==> config.mk <==
export PLATFORM = sky130hd
export DESIGN_NAME = hazard_unit_flat
export DESIGN_NICKNAME = d
export VERILOG_FILES = /design/src/rtl/hazard_unit_pkg.sv /design/src/rtl/hazard_unit_if.sv /design/src/rtl/hazard_unit_operand_fwd_sel.sv /design/src/rtl/hazard_unit.sv /design/src/flat_wrapper.sv
export SDC_FILE = /design/constraint.sdc
export NUM_CORES = 1
export LEC_CHECK = 0
export ABC_CLOCK_PERIOD_IN_PS = 4990
export BUFFER_PORTS_ARGS = -buffer_cell sky130_fd_sc_hd__buf_2
export CAP_MARGIN = 20
export CORE_AREA = 2 2 59 61
export DETAILED_ROUTE_END_ITERATION = 8
export DIE_AREA = 0 0 61 63
export GPL_TIMING_DRIVEN = 0
export PLACE_DENSITY = 0.82
export SYNTH_ARGS = -nofsm -noshare
export SYNTH_HDL_FRONTEND = slang
export SYNTH_HIERARCHICAL = 1
export SYNTH_SLANG_ARGS = --single-unit
==> constraint.sdc <==
create_clock -name clock -period 4.99 [get_ports clock]
set_clock_uncertainty 0.1 [all_clocks]
set_input_delay 0.2495 -clock clock [delete_from_list [all_inputs] [get_ports clock]]
set_output_delay 0.2495 -clock clock [all_outputs]
set_load 0.03 [all_outputs]
==> src/rtl/hazard_unit_pkg.sv <==
// hazard_unit_pkg: shared operand-select encodings, gap FSM states and default widths
package hazard_unit_pkg;
    localparam int REG_ADDR_W_DEF = 5;
    typedef logic [4:0] sel_t;
    localparam sel_t SEL_REG   = 5'b00001;
    localparam sel_t SEL_EXMEM = 5'b00010;
    localparam sel_t SEL_MEMWB = 5'b00100;
    localparam sel_t SEL_IMM   = 5'b01000;
    localparam sel_t SEL_ZERO  = 5'b10000;
    typedef enum logic {ST_RUN = 1'b0, ST_PM_BUSY = 1'b1} state_t;
endpackage

==> src/rtl/hazard_unit_if.sv <==
// hazard_unit_if: pipeline-side signals seen by the hazard unit and the controls it returns
interface hazard_unit_if
    import hazard_unit_pkg::*;
#(
    parameter int REG_ADDR_W = REG_ADDR_W_DEF,
    parameter int PERF_W     = 16
) ();
    logic [REG_ADDR_W-1:0] id_top_addr;
    logic                  id_top_used;
    logic                  id_top_imm;
    logic [REG_ADDR_W-1:0] id_bot_addr;
    logic                  id_bot_used;
    logic                  id_bot_imm;
    logic                  id_prog_mem;
    logic [REG_ADDR_W-1:0] ex_rd_addr;
    logic [1:0]            ex_reg_file_wen;
    logic                  ex_is_load;
    logic [REG_ADDR_W-1:0] mem_rd_addr;
    logic [1:0]            mem_reg_file_wen;
    logic                  flush;
    logic                  stall;
    logic                  pc_hold;
    logic                  if_id_hold;
    sel_t                  alu_top_select;
    sel_t                  alu_bot_select;
    logic [PERF_W-1:0]     stall_count;
    modport master (
        output id_top_addr, id_top_used, id_top_imm, id_bot_addr, id_bot_used, id_bot_imm,
        output id_prog_mem, ex_rd_addr, ex_reg_file_wen, ex_is_load, mem_rd_addr,
        output mem_reg_file_wen, flush,
        input  stall, pc_hold, if_id_hold, alu_top_select, alu_bot_select, stall_count
    );
    modport slave (
        input  id_top_addr, id_top_used, id_top_imm, id_bot_addr, id_bot_used, id_bot_imm,
        input  id_prog_mem, ex_rd_addr, ex_reg_file_wen, ex_is_load, mem_rd_addr,
        input  mem_reg_file_wen, flush,
        output stall, pc_hold, if_id_hold, alu_top_select, alu_bot_select, stall_count
    );
endinterface

==> src/rtl/hazard_unit_operand_fwd_sel.sv <==
// operand_fwd_sel: one-hot ALU operand source for one ID operand, youngest producer wins
module operand_fwd_sel
    import hazard_unit_pkg::*;
#(
    parameter int REG_ADDR_W = REG_ADDR_W_DEF
) (
    input  logic [REG_ADDR_W-1:0] i_addr,
    input  logic                  i_used,
    input  logic                  i_imm,
    input  logic [REG_ADDR_W-1:0] i_ex_rd_addr,
    input  logic                  i_ex_wr,
    input  logic [REG_ADDR_W-1:0] i_mem_rd_addr,
    input  logic                  i_mem_wr,
    output sel_t                  o_sel
);
    always_comb begin
        o_sel = i_imm                               ? SEL_IMM   :
                !i_used                             ? SEL_ZERO  :
                (i_ex_wr && i_addr == i_ex_rd_addr)   ? SEL_EXMEM :
                (i_mem_wr && i_addr == i_mem_rd_addr) ? SEL_MEMWB : SEL_REG;
    end
endmodule

==> src/rtl/hazard_unit.sv <==
// hazard_unit: load-use and program-memory gap stalls, operand forwarding selects,
// and a saturating stall-cycle counter for the 5-stage pipeline.
module hazard_unit
    import hazard_unit_pkg::*;
#(
    parameter int REG_ADDR_W = REG_ADDR_W_DEF,
    parameter int PM_GAP     = 2,
    parameter int PERF_W     = 16
) (
    input logic          clock,
    input logic          nreset,
    hazard_unit_if.slave bus
);
    localparam int GAP_W = PM_GAP > 0 ? $clog2(PM_GAP + 1) : 1;

    state_t             r_state, w_state_nxt;
    logic [GAP_W-1:0]   r_gap_cnt, w_gap_nxt;
    logic [PERF_W-1:0]  r_stall_count;
    logic               w_ex_wr, w_mem_wr, w_load_use, w_pm_hazard, w_hazard, w_issue, w_stall;
    sel_t               w_top_sel, w_bot_sel;

    assign w_ex_wr  = |bus.ex_reg_file_wen;
    assign w_mem_wr = |bus.mem_reg_file_wen;

    operand_fwd_sel #(.REG_ADDR_W(REG_ADDR_W)) u_top (
        .i_addr(bus.id_top_addr), .i_used(bus.id_top_used), .i_imm(bus.id_top_imm),
        .i_ex_rd_addr(bus.ex_rd_addr), .i_ex_wr(w_ex_wr),
        .i_mem_rd_addr(bus.mem_rd_addr), .i_mem_wr(w_mem_wr), .o_sel(w_top_sel)
    );
    operand_fwd_sel #(.REG_ADDR_W(REG_ADDR_W)) u_bot (
        .i_addr(bus.id_bot_addr), .i_used(bus.id_bot_used), .i_imm(bus.id_bot_imm),
        .i_ex_rd_addr(bus.ex_rd_addr), .i_ex_wr(w_ex_wr),
        .i_mem_rd_addr(bus.mem_rd_addr), .i_mem_wr(w_mem_wr), .o_sel(w_bot_sel)
    );

    // Load data only exists after MEM, so an EX load feeding ID cannot be forwarded yet
    assign w_load_use = bus.ex_is_load & w_ex_wr &
        ((bus.id_top_used & !bus.id_top_imm & (bus.id_top_addr == bus.ex_rd_addr)) |
         (bus.id_bot_used & !bus.id_bot_imm & (bus.id_bot_addr == bus.ex_rd_addr)));
    assign w_pm_hazard = (r_state == ST_PM_BUSY) & bus.id_prog_mem;
    assign w_hazard    = (w_load_use | w_pm_hazard) & !bus.flush;
    assign w_issue     = bus.id_prog_mem & !w_hazard & !bus.flush;
    assign w_stall     = nreset & w_hazard;

    // The gap keeps counting under flush: it guards an access already in flight
    always_comb begin
        w_state_nxt = r_state;
        w_gap_nxt   = r_gap_cnt;
        if (r_state == ST_RUN) begin
            if (w_issue && PM_GAP > 0) begin
                w_state_nxt = ST_PM_BUSY;
                w_gap_nxt   = GAP_W'(PM_GAP);
            end
        end else begin
            w_gap_nxt   = r_gap_cnt - 1'b1;
            w_state_nxt = (r_gap_cnt == GAP_W'(1)) ? ST_RUN : ST_PM_BUSY;
        end
    end

    always_ff @(posedge clock) begin
        if (!nreset) begin
            r_state       <= ST_RUN;
            r_gap_cnt     <= '0;
            r_stall_count <= '0;
        end else begin
            r_state   <= w_state_nxt;
            r_gap_cnt <= w_gap_nxt;
            if (w_stall && r_stall_count != '1)
                r_stall_count <= r_stall_count + 1'b1;
        end
    end

    assign bus.stall          = w_stall;
    assign bus.pc_hold        = w_stall;
    assign bus.if_id_hold     = w_stall;
    assign bus.alu_top_select = nreset ? w_top_sel : SEL_REG;
    assign bus.alu_bot_select = nreset ? w_bot_sel : SEL_REG;
    assign bus.stall_count    = r_stall_count;
endmodule

==> src/flat_wrapper.sv <==
// flat-port wrapper written by rule: the top's interface ports become plain ports
module hazard_unit_flat import hazard_unit_pkg::*;
#(
    parameter int REG_ADDR_W = REG_ADDR_W_DEF,
    parameter int PM_GAP     = 2,
    parameter int PERF_W     = 16
)
  (clock, nreset, bus_id_top_addr, bus_id_top_used, bus_id_top_imm, bus_id_bot_addr, bus_id_bot_used, bus_id_bot_imm, bus_id_prog_mem, bus_ex_rd_addr, bus_ex_reg_file_wen, bus_ex_is_load, bus_mem_rd_addr, bus_mem_reg_file_wen, bus_flush, bus_stall, bus_pc_hold, bus_if_id_hold, bus_alu_top_select, bus_alu_bot_select, bus_stall_count);
  hazard_unit_if #(.REG_ADDR_W(REG_ADDR_W), .PERF_W(PERF_W)) bus_i ();
  input logic clock;
  input logic nreset;
  input wire logic [$bits(bus_i.id_top_addr)-1:0] bus_id_top_addr;
  input wire logic [$bits(bus_i.id_top_used)-1:0] bus_id_top_used;
  input wire logic [$bits(bus_i.id_top_imm)-1:0] bus_id_top_imm;
  input wire logic [$bits(bus_i.id_bot_addr)-1:0] bus_id_bot_addr;
  input wire logic [$bits(bus_i.id_bot_used)-1:0] bus_id_bot_used;
  input wire logic [$bits(bus_i.id_bot_imm)-1:0] bus_id_bot_imm;
  input wire logic [$bits(bus_i.id_prog_mem)-1:0] bus_id_prog_mem;
  input wire logic [$bits(bus_i.ex_rd_addr)-1:0] bus_ex_rd_addr;
  input wire logic [$bits(bus_i.ex_reg_file_wen)-1:0] bus_ex_reg_file_wen;
  input wire logic [$bits(bus_i.ex_is_load)-1:0] bus_ex_is_load;
  input wire logic [$bits(bus_i.mem_rd_addr)-1:0] bus_mem_rd_addr;
  input wire logic [$bits(bus_i.mem_reg_file_wen)-1:0] bus_mem_reg_file_wen;
  input wire logic [$bits(bus_i.flush)-1:0] bus_flush;
  output wire logic [$bits(bus_i.stall)-1:0] bus_stall;
  output wire logic [$bits(bus_i.pc_hold)-1:0] bus_pc_hold;
  output wire logic [$bits(bus_i.if_id_hold)-1:0] bus_if_id_hold;
  output wire logic [$bits(bus_i.alu_top_select)-1:0] bus_alu_top_select;
  output wire logic [$bits(bus_i.alu_bot_select)-1:0] bus_alu_bot_select;
  output wire logic [$bits(bus_i.stall_count)-1:0] bus_stall_count;
  assign bus_i.id_top_addr = bus_id_top_addr;
  assign bus_i.id_top_used = bus_id_top_used;
  assign bus_i.id_top_imm = bus_id_top_imm;
  assign bus_i.id_bot_addr = bus_id_bot_addr;
  assign bus_i.id_bot_used = bus_id_bot_used;
  assign bus_i.id_bot_imm = bus_id_bot_imm;
  assign bus_i.id_prog_mem = bus_id_prog_mem;
  assign bus_i.ex_rd_addr = bus_ex_rd_addr;
  assign bus_i.ex_reg_file_wen = bus_ex_reg_file_wen;
  assign bus_i.ex_is_load = bus_ex_is_load;
  assign bus_i.mem_rd_addr = bus_mem_rd_addr;
  assign bus_i.mem_reg_file_wen = bus_mem_reg_file_wen;
  assign bus_i.flush = bus_flush;
  assign bus_stall = bus_i.stall;
  assign bus_pc_hold = bus_i.pc_hold;
  assign bus_if_id_hold = bus_i.if_id_hold;
  assign bus_alu_top_select = bus_i.alu_top_select;
  assign bus_alu_bot_select = bus_i.alu_bot_select;
  assign bus_stall_count = bus_i.stall_count;
  hazard_unit #(.REG_ADDR_W(REG_ADDR_W), .PM_GAP(PM_GAP), .PERF_W(PERF_W)) u_core (.clock(clock), .nreset(nreset), .bus(bus_i));
endmodule
==> results of run 1 <==
[routing by layer]
layer	up-vias	track usage [%]	part of all wire, %
met1	732	25.9	45
li1	779	-	-
met5	-	0	0
met2	33	36.6	51
met3	5	3.73	3.5
met4	0	4.08	0.77
[cells in the final DEF (no fill, tap or decap), types with 3 or more instances in the layout]
cell      netlist  layout
nand3_1        13      13
clkbuf_4        0       3
nor3_1          3       3
dfxtp_1        19      19
nand4_1         4       4
buf_2           0      61
nand2b_1        7       7
and3_1          3       3
nand2_1        18      18
xor2_1         26      26
inv_1           3       3
xnor2_1         4       4
and2_1          9       9
nor2_1         10      10
nor4_2          3       3
buf_4           4       4
a21oi_1         5       5
mux2i_1         9       9
[state kept, by name, summed over array words and instances (netlist names)]
register / count
u_core/r_gap_cnt: 2
u_core/r_state: 1
u_core/bus.stall_count: 16
[worst register-to-register path: cells and delay by family, from the launching register on]
family	cells	cell delay, ns
simple gates	4	0.66
flops	1	0.44
compound gates	2	0.51
[worst min path at each step]
stage	from	to	slack, ns	cells after the start
final	nreset	u_core/bus.stall_count[3]	0.20	3
after global routing	nreset	u_core/bus.stall_count[3]	0.21	3
after CTS	nreset	u_core/bus.stall_count[3]	0.19	3
after detailed placement	u_core/r_gap_cnt[1]	u_core/r_gap_cnt[1]	0.36	2
after global placement	u_core/r_gap_cnt[1]	u_core/r_gap_cnt[1]	0.35	2
after floorplan	nreset	u_core/bus.stall_count[0]	0.32	2
[logic make-up after synthesis]
group                    count (synthesis)  share of synthesized area [%]
XOR/XNOR                                32                           18.1
multiplexers                             9                           5.53
adder cells (fa/ha/maj)                  2                           1.54
buffers and inverters                   13                           5.92
AND/OR/NAND/NOR                         91                           34.4
flip-flops                              19                           23.4
AO/OA/AOI/OAI                           21                           11.1
[power by group through the flow]
stage,Combinational (µW),Clock [µW],Sequential [µW]
finish,89.4,78.3,156
global route,98.4,85.5,156
detailed placement,89.3,0,159
global placement,86.9,0,159
floorplan,55.3,0,159
CTS,89.6,79.7,155
[final cells by class]
type | instances | area [µm²] | area share [%]
buffer | 7 | 46.3 | 2.29
clock buffer | 3 | 22.5 | 1.12
clock inverter | 1 | 5.00 | 0.248
inverter | 6 | 50.0 | 2.48
multi-input combinational | 155 | 1150 | 57.0
sequential | 19 | 380 | 18.8
tap | 46 | 57.6 | 2.85
timing repair buffer | 61 | 305 | 15.1
[through the flow]
step	area (µm²)	util [%]	instances	total power [µW]
3_3_place_gp	1990	61.6	294	246
6_report	2020	62.4	298	323
2_1_floorplan	1630	-	187	214
3_5_place_dp	1990	61.6	294	248
4_1_cts	2020	62.4	298	325
5_1_grt	2020	62.4	298	340
==> impl_metrics.ini, run 1 <==
[place]
dp_worst_setup_slack_ns = 2.90
port_buffers = 61
gp_routability_congestion = 0.772
dp.final_hpwl_um = 3030

[logic_synthesis]
netlist_area_um2 = 1630
synth_flop_cell = dfxtp_1
yosysMostFrequentCell = xor2_1
ys_seq_area_share_pct = 23.4
ys_top_cells_by_area = dfxtp_1 (23%), xor2_1 (14%), mux2i_1 (5.5%)
ys_ff_latch = 19
syn_nets = 222
ys_warn_count = 6
synth-edff-count = 0
netlist.area_leader.share_pct = 23.4
synth.largest_area_cell = dfxtp_1
ys_types = 49
syn_inst = 187
syn_area_per_cell_um2 = 8.70
async_flop_share_pct = 0
ys_top_cells_by_count = xor2_1 (26), dfxtp_1 (19), nand2_1 (18), nand3_1 (13), nor2_1 (10)

[critical_path]
crit_top_cell = buf_2
path_buf_inv = 3
worstSetupEndpointType = output port
worstSetupStartpoint = bus_ex_rd_addr[3]
cp.required_ns = 4.64
crit_end = bus_stall
cp_cell_sequence = buf_2 > xor2_1 > nor4_2 > nand3_2 > nand2_1 > buf_4 > buf_2
r2r-end = u_core/bus.stall_count[14]
critPathLaunchType = input pin
worst_path_dominant_cell_family = simple AND/OR/NAND/NOR gates
critPathArrivalTime_ns = 1.70
cp_slowest_cell = nor4_2
critPathKind = input pin to output port
crit_fanout = 5
cpPeakStageDelay_ns = 0.41
rr_worst_depth = 6
r2r_slack_ns = 3.19
rr_startpoint = u_core/bus.stall_count[3]
path_depth = 7

[clock_tree]
numCtsBuffers = 3
cts_sinks = 19
clk_latency_ns = 0.30
cts_hold_buf = 0
cts_tree = yes
clockBufferDepth = 2
cts_root_buffer = clkbuf_4
clk_pin_slew_ns = 0.11
cts.repair.resized = 0
htreeDepth = 1
cts_setup_buffers = 0

[cells_and_area]
diodes = 0
layout-drive-gt1-share_pct = 38.1
num-nets-final = 288
area_growth_pct = 24.0
final.fill_count = 298

[sta]
fin_crit_sh_pct = 41.0
slew_headroom_pct = 71.3
hold_viol_final = 0
tightest_slew_ns = 0.425
min_period_ns = 2.05
layout_setup_ws_ns = 2.94
fin_setup_tns_ns = 0
setup_viol = 0
max_freq_ghz = 0.489
final_max_slew_viol_count = 0
whs_ns = 0.198
rsz0062_at_grt = false

[die]
core_area_um2 = 3230
start_util_pct = 50.4
die_h_um = 63
num_rows = 21
fp.dieArea_um2 = 3840
fp.dieW_um = 61
pin_count = 62

[power]
switching_share_pct = 31.0
p_per_area_nw_per_um2 = 160
vdd_ir_drop_max_mv = 0.0571
p_clk_share_pct = 24.2
p_int_uw = 223
pwr-share-comb_pct = 27.7
seq_power_share_pct = 48.1
switchingPower_uw = 100
p_leak_uw = 0.000951

[global_routing]
gr-total-overflow = 0
grt_max_degree = 12
grt_pass1_wl_um = 6230
grt_pass1_vias = 1424
antenna_found_initial = 0
grt.total_usage_pct = 20.8

[route]
dr.first_iter.drc_count = 75
totalWireLength_um = 3740
num_vias = 1549
via_per_inst = 5.20
post_drt_wl_per_cell_um = 12.6
drc = 0
ant_nets = 0
drt_pass1_iterations = 4

[job]
drv_cap = 0

[worst_hold_path]
hold_class = input pin to flip-flop

[outcome]
status = complete, no violations
(Power assumes the default switching activity.)
==> inputs of run 2 (changes only) <==
--- a/config.mk
+++ b/config.mk
@@ -5,14 +5,15 @@
 export SDC_FILE = /design/constraint.sdc
 export NUM_CORES = 1
 export LEC_CHECK = 0
-export ABC_CLOCK_PERIOD_IN_PS = 4990
+export ABC_AREA = 1
+export ABC_CLOCK_PERIOD_IN_PS = 2130
 export BUFFER_PORTS_ARGS = -buffer_cell sky130_fd_sc_hd__buf_2
 export CAP_MARGIN = 20
-export CORE_AREA = 2 2 59 61
+export CORE_AREA = 2 2 64 66
 export DETAILED_ROUTE_END_ITERATION = 8
-export DIE_AREA = 0 0 61 63
+export DIE_AREA = 0 0 66 68
 export GPL_TIMING_DRIVEN = 0
-export PLACE_DENSITY = 0.82
+export PLACE_DENSITY = 0.78
 export SYNTH_ARGS = -nofsm -noshare
 export SYNTH_HDL_FRONTEND = slang
 export SYNTH_HIERARCHICAL = 1
==> constraint.sdc (replaced) <==
create_clock -name clock -period 2.13 [get_ports clock]
set_clock_uncertainty 0.1 [all_clocks]
set_input_delay 0.1065 -clock clock [delete_from_list [all_inputs] [get_ports clock]]
set_output_delay 0.1065 -clock clock [all_outputs]
set_load 0.03 [all_outputs]
==> impl_metrics.ini, run 2 <==
[critical_path]
r2r_slack_ns = 0.17
worst_path_dominant_cell_family = simple AND/OR/NAND/NOR gates
r2r-end = u_core/bus.stall_count[8]
rr_startpoint = u_core/bus.stall_count[0]
cp_cell_sequence = ha_1 > nand2_2 > nor3_4 > nand4_2 > nand3_2 > buf_6 > nand2_1 > a21oi_1
critPathArrivalTime_ns = 2.05
critPathKind = flip-flop to flip-flop
path_buf_inv = 1
critPathLaunchType = flip-flop
cp.required_ns = 2.22
cp_slowest_cell = dfxtp_1
rr_worst_depth = 8
cpPeakStageDelay_ns = 0.40
crit_fanout = 10
worstSetupEndpointType = flip-flop

[route]
drc = 0
totalWireLength_um = 4630
post_drt_wl_per_cell_um = 10.0
via_per_inst = 4.69
ant_nets = 0
num_vias = 2162
drt_pass1_iterations = 4
dr.first_iter.drc_count = 110

[logic_synthesis]
netlist_area_um2 = 1900
synth.largest_area_cell = nand2_1
ys_ff_latch = 19
synth-edff-count = 0
synth_flop_cell = dfxtp_1
ys_seq_area_share_pct = 20.1
async_flop_share_pct = 0
yosysMostFrequentCell = nand2_1
syn_nets = 382
ys_top_cells_by_count = nand2_1 (120), inv_1 (53), nor2_1 (50), dfxtp_1 (19), nand3_1 (15)
ys_top_cells_by_area = nand2_1 (24%), dfxtp_1 (20%), inv_1 (10%)
ys_warn_count = 6
syn_area_per_cell_um2 = 5.46
ys_types = 30
netlist.area_leader.share_pct = 23.8
syn_inst = 347

[die]
fp.dieArea_um2 = 4490
pin_count = 62
num_rows = 23
die_h_um = 68
start_util_pct = 49.2
fp.dieW_um = 66
core_area_um2 = 3860

[sta]
setup_viol = 0
max_freq_ghz = 0.510
final_max_slew_viol_count = 0
min_period_ns = 1.96
slew_headroom_pct = 62.1
tightest_slew_ns = 0.568
fin_crit_sh_pct = 92.0
hold_viol_final = 0
fin_setup_tns_ns = 0
rsz0062_at_grt = false

[cells_and_area]
diodes = 0
num-nets-final = 447
final_common_cell = nand2_1
fin_area_um2 = 2310
layout-drive-gt1-share_pct = 24.6
final_cell_mix = nand2_1 (120), buf_2 (60), inv_1 (53), nor2_1 (50), dfxtp_1 (19)
area_growth_pct = 21.8
largest_reg_flops = 16

[clock_tree]
cts_root_buffer = clkbuf_8
clockBufferDepth = 2
clk_latency_ns = 0.26
numCtsBuffers = 3
htreeDepth = 1
cts_sinks = 19
cts_tree = yes
cts_setup_buffers = 0
clk_pin_slew_ns = 0.08

[outcome]
status = complete, no violations

[power]
vdd_ir_drop_max_mv = 0.345
p_per_area_nw_per_um2 = 364
p_leak_uw = 0.00136

[global_routing]
grt.total_usage_pct = 21.9
antenna_found_initial = 0
grt_pass1_wl_um = 7840
grt_pass1_vias = 1867
grt_max_degree = 11
gr-total-overflow = 0

[worst_hold_path]
hp-start = bus_id_prog_mem
whs_path_depth = 4
min_delay_worst_endpoint = u_core/r_gap_cnt[0]
hold_class = input pin to flip-flop

[place]
port_buffers = 60
dp.final_hpwl_um = 3760
place_area_um2 = 2260
gp_routability_congestion = 0.888

[job]
drv_cap = 0
==> run 2: worst max-delay path by stage <==
stage	start	cells past startpoint	slack, ns	endpoint
4_1_cts	u_core/bus.stall_count[0]	7	0.14	u_core/bus.stall_count[8]
5_1_grt	u_core/bus.stall_count[0]	8	0.02	u_core/bus.stall_count[15]
2_1_floorplan	u_core/bus.stall_count[1]	9	0.20	u_core/bus.stall_count[12]
3_5_place_dp	u_core/bus.stall_count[0]	7	0.18	u_core/bus.stall_count[8]
6_report	u_core/bus.stall_count[0]	8	0.17	u_core/bus.stall_count[8]
3_3_place_gp	u_core/bus.stall_count[0]	7	0.20	u_core/bus.stall_count[3]
==> run 2: area by class of cell <==
type                    count  area (µm²)
plain buffers              11        68.8
clock buffers               4        45.0
fillers                   416        1550
inverters                  64         240
multi-input cells         253        1210
flip-flops and latches     19         380
well taps                  50        62.6
repair buffers             60         300
==> run 2: through the flow <==
stage          worst slack (ns)  instances  hold WS, ns  total power (µW)  utilization, %
6_report                  0.170        461        0.124               841            59.9
5_1_grt                  0.0193        461        0.181               904            59.9
4_1_cts                   0.143        461        0.125               849            59.7
3_5_place_dp              0.181        457        0.357               596            58.6
3_3_place_gp              0.198        457        0.355               590            58.6
2_1_floorplan             0.201        347        0.251               512               -
==> run 2: power by group <==
| part | switching (µW) | internal (µW) | total (µW) |
|---|---|---|---|
| registers | 3.90 | 361 | 365 |
| clock network | 120 | 133 | 253 |
| logic | 141 | 81.8 | 223 |
==> run 2: worst min-delay path, stage by stage <==
cell and delay (ns):
buf_2 0.09, nand3_1 0.07, nand2_1 0.09, a21oi_1 0.07
==> run 2: what timing repair did <==
action,in CTS,in global routing
endpoints found under the setup margin,0,5
gates resized for setup,0,3
hold buffers,0,0
==> run 2: cell families after synthesis <==
| logic type | after synthesis | synth area share, % |
|---|---|---|
| DFF | 19 | 20.1 |
| xor gates and xnor gates | 12 | 5.54 |
| adders and majority gates | 2 | 1.32 |
| buffers and inverters | 75 | 16.2 |
| and+or+nand+nor | 216 | 49.6 |
| AOI/OAI and AO/OA | 23 | 7.20 |
==> run 2: routing by layer <==
metal	routed length (µm)	track usage, %	vias to the layer above
li1	-	-	1184
met1	2130	28.3	916
met3	295	5.59	4
met2	2170	36.9	58
met5	0	0	-
met4	29	5.10	0
==> inputs of run 3 (changes only) <==
--- a/config.mk
+++ b/config.mk
@@ -9,11 +9,12 @@
 export ABC_CLOCK_PERIOD_IN_PS = 2130
 export BUFFER_PORTS_ARGS = -buffer_cell sky130_fd_sc_hd__buf_2
 export CAP_MARGIN = 20
-export CORE_AREA = 2 2 64 66
+export CORE_AREA = 2 2 76 57
 export DETAILED_ROUTE_END_ITERATION = 8
-export DIE_AREA = 0 0 66 68
+export DIE_AREA = 0 0 78 59
 export GPL_TIMING_DRIVEN = 0
-export PLACE_DENSITY = 0.78
+export PLACE_DENSITY = 0.77
+export SLEW_MARGIN = 20
 export SYNTH_ARGS = -nofsm -noshare
 export SYNTH_HDL_FRONTEND = slang
 export SYNTH_HIERARCHICAL = 1
==> impl_metrics.ini, run 3 (synthesized netlist as in run 2, its figures left out) <==
[power]
p_leak_uw = 0.00136
finalPower_uw = 848
p_per_area_nw_per_um2 = 367
vdd_ir_drop_max_mv = 0.404

[sta]
layout_setup_ws_ns = 0.126
fin_crit_sh_pct = 94.1
min_period_ns = 2.00
hold_viol_final = 0
fin_setup_tns_ns = 0
tightest_slew_ns = 0.596
max_freq_ghz = 0.499
slew_headroom_pct = 60.2
setup_viol = 0
rsz0062_at_grt = false
final_max_slew_viol_count = 0

[cells_and_area]
final_cell_mix = nand2_1 (120), buf_2 (60), inv_1 (53), nor2_1 (50), dfxtp_1 (19)
area_growth_pct = 21.8
fin_area_um2 = 2310
num-nets-final = 447
diodes = 0
layout-drive-gt1-share_pct = 24.3
largest_reg_flops = 16
layoutNonFillerInstCount = 463
final.fill_count = 389
final_common_cell = nand2_1

[critical_path]
critPathArrivalTime_ns = 2.02
critPathLaunchType = flip-flop
worstSetupEndpointType = flip-flop
critPathKind = flip-flop to flip-flop
cp.required_ns = 2.15
crit_fanout = 10

[die]
fp.dieW_um = 78
fp.dieArea_um2 = 4600
start_util_pct = 49.8
core_area_um2 = 3800
num_rows = 19
pin_count = 62
die_h_um = 59

[clock_tree]
clk_latency_ns = 0.26
cts_root_buffer = clkbuf_8
clk_pin_slew_ns = 0.07
cts_hold_buf = 0
clockBufferDepth = 2
htreeDepth = 1
cts_tree = yes
numCtsBuffers = 3
cts.repair.resized = 0
cts_setup_buffers = 0
cts_sinks = 19

[global_routing]
grt.total_usage_pct = 22.0
grt_pass1_vias = 1772
grt_max_degree = 11
antenna_found_initial = 0
gr-total-overflow = 0
grt_pass1_wl_um = 8100

[route]
num_vias = 2213
post_drt_wl_per_cell_um = 10.6
via_per_inst = 4.78
drt_pass1_iterations = 5
totalWireLength_um = 4930
drc = 0
dr.first_iter.drc_count = 155
ant_nets = 0

[job]
drv_cap = 0

[place]
place_area_um2 = 2260
dp_worst_setup_slack_ns = 0.183
dp.final_hpwl_um = 3920
dpl.cell_count = 459
port_buffers = 60
gp_routability_congestion = 0.906

[worst_hold_path]
hold_class = input pin to flip-flop

[outcome]
status = complete, no violations
[run 3: cell count changes in the layout (fill, tap and decap cells not counted)]
cell      delta
clkbuf_1     +1
clkbuf_2     -1
[run 3: path summary, 6_finish.rpt]
kind                        startpoint                         to  slack [ns]  cells after the start
min                    bus_id_prog_mem        u_core/r_gap_cnt[0]        0.13                      4
max          u_core/bus.stall_count[0]  u_core/bus.stall_count[2]        0.13                      7
min reg2reg        u_core/r_gap_cnt[0]        u_core/r_gap_cnt[0]        0.37                      1
max reg2reg  u_core/bus.stall_count[0]  u_core/bus.stall_count[2]        0.13                      7
[run 3: layout make-up]
cell class              count  area, µm²  area share (%)
multi-input cells         253       1210            52.4
flip-flops and latches     19        380            16.5
repair buffers             60        300            13.0
inverters                  64        240            10.4
plain buffers              11       67.6            2.93
well taps                  52       65.1            2.82
clock buffers               4       45.0            1.95
[run 3: stage by stage]
stage | hold slack, ns | utilization [%]
2_1_floorplan | 0.251 | -
3_3_place_gp | 0.352 | 59.4
3_5_place_dp | 0.361 | 59.4
4_1_cts | 0.127 | 60.6
5_1_grt | 0.146 | 60.7
6_report | 0.127 | 60.7
[run 3: power breakdown]
part	switching [µW]	leakage (µW)	internal, µW	total, µW
combinational	145	0.00118	81.4	226
sequential	3.94	0.000154	361	365
clock	124	0.0000228	133	257
[run 3: worst max-delay path: stages, from the launching register on]
cell and delay [ns]:
dfxtp_1 0.38, ha_1 0.25, nand2_2 0.11, nor3_4 0.24, nand4_2 0.21, clkbuf_1 0.31
nand4_1 0.20, a21oi_2 0.06
[run 3: metal layers]
metal | wire length (µm) | GRT usage [%]
met5 | 0 | 0
met2 | 2020 | 32.8
met4 | 29 | 3.01
met1 | 2520 | 34.0
met3 | 359 | 3.81
